## src/rtl/arm7tdmi_multiply_iter.sv

```systemverilog
// Iterative MUL/MLA/UMULL/UMLAL/SMULL/SMLAL unit retiring RADIX_BITS of operand_b per cycle,
// with ARM7TDMI-style early termination and a start/busy/done/abort handshake.
module arm7tdmi_multiply_iter #(
  parameter int unsigned DATA_W     = 32,
  parameter int unsigned RADIX_BITS = 8,
  parameter bit          EARLY_TERM = 1'b1
) (
  input  logic              clk,
  input  logic              rst_n,
  input  logic              start,
  input  logic              abort,
  input  logic              mul_long,
  input  logic              mul_signed,
  input  logic              mul_accumulate,
  input  logic              mul_set_flags,
  input  logic [DATA_W-1:0] operand_a,
  input  logic [DATA_W-1:0] operand_b,
  input  logic [DATA_W-1:0] acc_hi,
  input  logic [DATA_W-1:0] acc_lo,
  output logic              busy,
  output logic              done,
  output logic [DATA_W-1:0] result_hi,
  output logic [DATA_W-1:0] result_lo,
  output logic              negative,
  output logic              zero
);

  localparam int unsigned PW     = 2 * DATA_W;
  localparam int unsigned NCHUNK = DATA_W / RADIX_BITS;
  localparam int unsigned CNT_W  = $clog2(NCHUNK + 1);

  if ((DATA_W % RADIX_BITS) != 0) begin : g_bad_radix
    $error("DATA_W must be a multiple of RADIX_BITS");
  end

  typedef enum logic [1:0] {
    S_IDLE,
    S_MUL,
    S_EXT,
    S_DONE
  } state_t;

  state_t              state_q, state_d;
  logic [PW-1:0]       a_sh_q, a_sh_d;
  logic [DATA_W-1:0]   b_sh_q, b_sh_d;
  logic [PW-1:0]       prod_q, prod_d;
  logic [CNT_W-1:0]    cnt_q, cnt_d;
  logic [1:0]          ext_q, ext_d;
  logic                long_q, long_d;
  logic                ones_ok_q, ones_ok_d;
  logic                flags_q, flags_d;
  logic                busy_q, busy_d;
  logic                done_q, done_d;
  logic [DATA_W-1:0]   result_hi_q, result_hi_d;
  logic [DATA_W-1:0]   result_lo_q, result_lo_d;
  logic                negative_q, negative_d;
  logic                zero_q, zero_d;

  logic [PW-1:0]       pp;
  logic [PW-1:0]       a_next;
  logic [DATA_W-1:0]   b_next;
  logic                last_chunk;
  logic                early;
  logic                corr_neg;

  // b is shifted arithmetically so the unretired top bits of operand_b
  // collapse to all-zero or all-one exactly when they are uniform.
  always_comb begin
    state_d     = state_q;
    a_sh_d      = a_sh_q;
    b_sh_d      = b_sh_q;
    prod_d      = prod_q;
    cnt_d       = cnt_q;
    ext_d       = ext_q;
    long_d      = long_q;
    ones_ok_d   = ones_ok_q;
    flags_d     = flags_q;
    result_hi_d = result_hi_q;
    result_lo_d = result_lo_q;
    negative_d  = negative_q;
    zero_d      = zero_q;
    busy_d      = 1'b0;
    done_d      = 1'b0;

    pp         = a_sh_q * PW'(b_sh_q[RADIX_BITS-1:0]);
    a_next     = a_sh_q << RADIX_BITS;
    b_next     = DATA_W'($signed(b_sh_q) >>> RADIX_BITS);
    last_chunk = (cnt_q == CNT_W'(NCHUNK));
    early      = EARLY_TERM && ((b_next == '0) || (ones_ok_q && (b_next == '1)));
    corr_neg   = ones_ok_q & b_next[DATA_W-1];

    case (state_q)
      S_IDLE: begin
        if (start && !abort) begin
          a_sh_d    = (mul_long && mul_signed) ? PW'($signed(operand_a)) : PW'(operand_a);
          b_sh_d    = operand_b;
          prod_d    = !mul_accumulate ? '0 :
                      mul_long ? {acc_hi, acc_lo} : {DATA_W'(0), acc_lo};
          cnt_d     = CNT_W'(1);
          ext_d     = 2'(mul_long) + 2'(mul_accumulate);
          long_d    = mul_long;
          ones_ok_d = mul_signed | ~mul_long;
          flags_d   = mul_set_flags;
          state_d   = S_MUL;
        end
      end
      S_MUL: begin
        if (abort) begin
          state_d = S_IDLE;
        end else begin
          prod_d = prod_q + pp;
          a_sh_d = a_next;
          b_sh_d = b_next;
          cnt_d  = cnt_q + CNT_W'(1);
          if (last_chunk || early) begin
            // Unretired bits were a sign extension of ones: subtract a << (j*S).
            if (corr_neg) prod_d = prod_q + pp - a_next;
            state_d = (ext_q == 2'd0) ? S_DONE : S_EXT;
          end
        end
      end
      S_EXT: begin
        if (abort) begin
          state_d = S_IDLE;
        end else begin
          ext_d = ext_q - 2'd1;
          if (ext_q == 2'd1) state_d = S_DONE;
        end
      end
      S_DONE: begin
        state_d = S_IDLE;
      end
      default: begin
        state_d = S_IDLE;
      end
    endcase

    busy_d = (state_d == S_MUL) || (state_d == S_EXT);

    if (state_d == S_DONE) begin
      done_d      = 1'b1;
      result_lo_d = prod_d[DATA_W-1:0];
      result_hi_d = long_q ? prod_d[PW-1:DATA_W] : '0;
      if (flags_q) begin
        negative_d = long_q ? prod_d[PW-1] : prod_d[DATA_W-1];
        zero_d     = long_q ? (prod_d == '0) : (prod_d[DATA_W-1:0] == '0);
      end
    end
  end

  // State, datapath and registered outputs.
  always_ff @(posedge clk or negedge rst_n) begin
    if (!rst_n) begin
      state_q     <= S_IDLE;
      a_sh_q      <= '0;
      b_sh_q      <= '0;
      prod_q      <= '0;
      cnt_q       <= '0;
      ext_q       <= '0;
      long_q      <= 1'b0;
      ones_ok_q   <= 1'b0;
      flags_q     <= 1'b0;
      busy_q      <= 1'b0;
      done_q      <= 1'b0;
      result_hi_q <= '0;
      result_lo_q <= '0;
      negative_q  <= 1'b0;
      zero_q      <= 1'b0;
    end else begin
      state_q     <= state_d;
      a_sh_q      <= a_sh_d;
      b_sh_q      <= b_sh_d;
      prod_q      <= prod_d;
      cnt_q       <= cnt_d;
      ext_q       <= ext_d;
      long_q      <= long_d;
      ones_ok_q   <= ones_ok_d;
      flags_q     <= flags_d;
      busy_q      <= busy_d;
      done_q      <= done_d;
      result_hi_q <= result_hi_d;
      result_lo_q <= result_lo_d;
      negative_q  <= negative_d;
      zero_q      <= zero_d;
    end
  end

  assign busy      = busy_q;
  assign done      = done_q;
  assign result_hi = result_hi_q;
  assign result_lo = result_lo_q;
  assign negative  = negative_q;
  assign zero      = zero_q;

endmodule

```

## config.mk

```make
export PLATFORM = sky130hd
export DESIGN_NAME = arm7tdmi_multiply_iter
export DESIGN_NICKNAME = d
export VERILOG_FILES = /design/src/rtl/arm7tdmi_multiply_iter.sv
export SDC_FILE = /design/constraint.sdc
export NUM_CORES = 2
export LEC_CHECK = 0
export CAP_MARGIN = 10
export CORE_ASPECT_RATIO = 1.4
export CORE_MARGIN = 2
export CORE_UTILIZATION = 60
export DETAILED_ROUTE_END_ITERATION = 8
export DONT_BUFFER_PORTS = 1
export PLACE_DENSITY = 0.81
export SETUP_SLACK_MARGIN = 0.4
export SLEW_MARGIN = 20
export SYNTH_ARGS = -nofsm -noshare
export SYNTH_HDL_FRONTEND = slang
export SYNTH_SLANG_ARGS = --single-unit
```

## constraint.sdc

```tcl
create_clock -name clk -period 12.72 [get_ports clk]
set_input_delay 2.544 -clock clk [delete_from_list [all_inputs] [get_ports clk]]
set_output_delay 2.544 -clock clk [all_outputs]
set_load 0.05 [all_outputs]
```

==> results.yml <==
run_status:
  status: "complete, no violations"
route:
  drcViolationCount: 0
  wl_per_cell_um: 25.13
  first_iter_violations: 2825
  post_drt_via_cell_ratio: 6.374
  firstDrtPassIters: 8
  ant_nets: 0
  vias: 28560
  wirelength_um: 112600
final_layout:
  fin_cells: 4481
  fill_cells: 4683
  syn_to_final_growth_pct: 3.714
  final_util: 0.6269
  final_nets: 4420
  drive_above_1_share: 0.03592
sta:
  slew_headroom: 0.1146
  min_period_ps: 10910
  rsz0062_at_grt: "no"
  min_period_over_period: 0.8575
  fmax_mhz: 91.68
  fin_skew_ps: 36.20
  slew_viol_final: 0
  finalSetupViolations: 0
  hold_ws_ps: 532.1
  tns_ps: 0
  hold_violations: 0
  worstMarginPinSlew_ps: 1328
clock_network:
  cts_buffers: 25
  clock-sinks: 238
  cts_resized: 0
  clockBufferDepth: 3
  cts.hold.buffers_added: 0
  cts_root_buf: "clkbuf_16"
  htreeDepth: 1
  worstSkewPairLatency_ps: 610
  cts_tree: "built"
  clk_pin_slew_worst_paths_ps: 70
  post-cts-setup-buffer-count: 0
floorplanning:
  die_h_um: 277.5
  rows: 100
  coreArea_um2: 53050
  ios: 204
  die_x_um: 199.4
  initial_core_util: 0.6045
  die_area_um2: 55340
synth:
  synthTopCellsByArea: "fa_1, dfrtp_1, inv_1"
  ys_types: 87
  synth.most_common_cell: "inv_1"
  netlist_top_cells_count: "inv_1, nand2_1, fa_1, and2_1, dfrtp_1"
  synth_fa_ha_area_frac: 0.3089
  syn_area_um2: 32070
  synthSimpleGateAreaFrac: 0.1973
  yosys.area.top_type: "fa_1"
  synth_area_per_cell_um2: 8.156
  yosysWarnings: 0
  muxShareOfSynthArea: 0.01061
  synth_top_area_frac: 0.2566
  synth_cells: 3932
  synth_xor_area_frac: 0.03277
  synth-main-ff-cell: "dfrtp_1"
  synth.net_count: 4613
  synth-seq-cells: 238
  synth_edf_count: 0
  synth_top_family_by_area: "adder cells"
  yosysSeqAreaShare: 0.1857
  async_flop_share: 1.000
  synth_compound_area_frac: 0.1591
setup_path:
  cp_top_family: "compound AO/OA/AOI/OAI gates"
  cpMostUsedCell: "fa_1"
  cp_max_fo: 37
  endpoint_kind: "register"
  worst-setup-path-type: "reg -> reg"
  slowest_delay_ps: 880
  critical_path_arrival_ps: 11430
  crit_path_top_delay_cell: "dfrtp_2"
  start_kind: "register"
  critPathBufInv: 4
  worstPathRequired_ps: 13250
global_routing:
  grt_max_degree: 239
  overflow: 0
  grt_antenna_before_repair: 9
  grt_pass1_vias: 30130
  grt_pass1_wl_um: 172400
  grt_util_all_layers: 0.4147
placement:
  gp_congestion: 1.019
  place_inst: 4426
  dp_hpwl_um: 87140
  io_buffers: 0
flow_run:
  maxCapViolCount: 0
worst_hold_path:
  hold_path.class: "reg -> reg"
[layout by cell type (no fill, tap or decap), types with 15 or more instances in the layout]
cell       netlist  layout
a21o_1          51      51
a22oi_1         51      51
o21ai_1         21      20
a21oi_1        222     221
buf_4            1      34
nor2_1         190     189
o22ai_1         18      18
and3_1          17      17
and2_1         315     315
o211ai_1        15      15
mux2_2          16      16
nor3_1          32      32
a211oi_1        27      27
inv_1          641     641
xor2_1          51      51
dfrtp_1        238     231
nor4_1          20      20
a221oi_1        23      23
ha_1           134     133
o21ai_0        139     139
clkbuf_16        0      25
xnor2_1         69      69
o21a_1          20      20
mux2i_1         16      16
o21bai_1        16      16
nand2_1        562     561
fa_1           411     411
a31oi_1         71      71
nand4_1         53      53
nand3_1         40      40
[logic make-up after synthesis]
family                   count (synthesis)
AO/OA/AOI/OAI                          791
multiplexers                            32
buffers and inverters                  896
AND/OR/NAND/NOR                       1310
flip-flops                             238
adder cells (fa/ha/maj)                545
XOR/XNOR                               120
[flip-flops by register name (all words and copies together), names as in the netlist]
register	count
zero	1
ext_q	2
flags_q	1
ones_ok_q	1
state_q	2
result_hi	32
done	1
result_lo	32
cnt_q	3
long_q	1
a_sh_q	64
busy	1
b_sh_q	32
prod_q	64
negative	1
[routing by layer]
layer,routed length (um),track usage,vias up
met5,8,0,-
met4,12400,0.3679,2
met3,9378,0.08000,628
met2,53490,0.6867,1614
met1,37320,0.4483,13990
li1,-,-,12330
[worst paths after layout]
| path | from | end | slack, ps | depth (start not counted) |
|---|---|---|---|---|
| worst max-delay path | b_sh_q[0] | zero | 1810 | 30 |
| worst min-delay path | cnt_q[0] | cnt_q[0] | 530 | 1 |
| worst max register to register | b_sh_q[0] | zero | 1810 | 30 |
| worst min register to register | cnt_q[0] | cnt_q[0] | 530 | 1 |
| max in group asynchronous | rst_n | result_lo[16] | 10760 | 0 |
| min in group asynchronous | rst_n | a_sh_q[58] | 1640 | 0 |
[through the flow]
stage	cell area (um^2)	setup WS, ps
floorplan	32070	4073
global placement	32300	1988
detailed placement	32300	2072
CTS	33240	2016
global route	33260	1528
finish	33260	1812
[cell type report]
type	instances	area (um^2)	share of cell area
tap	714	893.4	0.02686
timing repair buffer	34	255.2	0.007674
inverter	642	2410	0.07246
clock buffer	32	701.9	0.02110
sequential	238	5964	0.1793
antenna	9	22.52	0.0006771
multi-input combinational	2798	22780	0.6850
clock inverter	14	229.0	0.006884
Power is not shown: default switching activity piles up to over one toggle a cycle in this logic, so the estimate is an artifact.
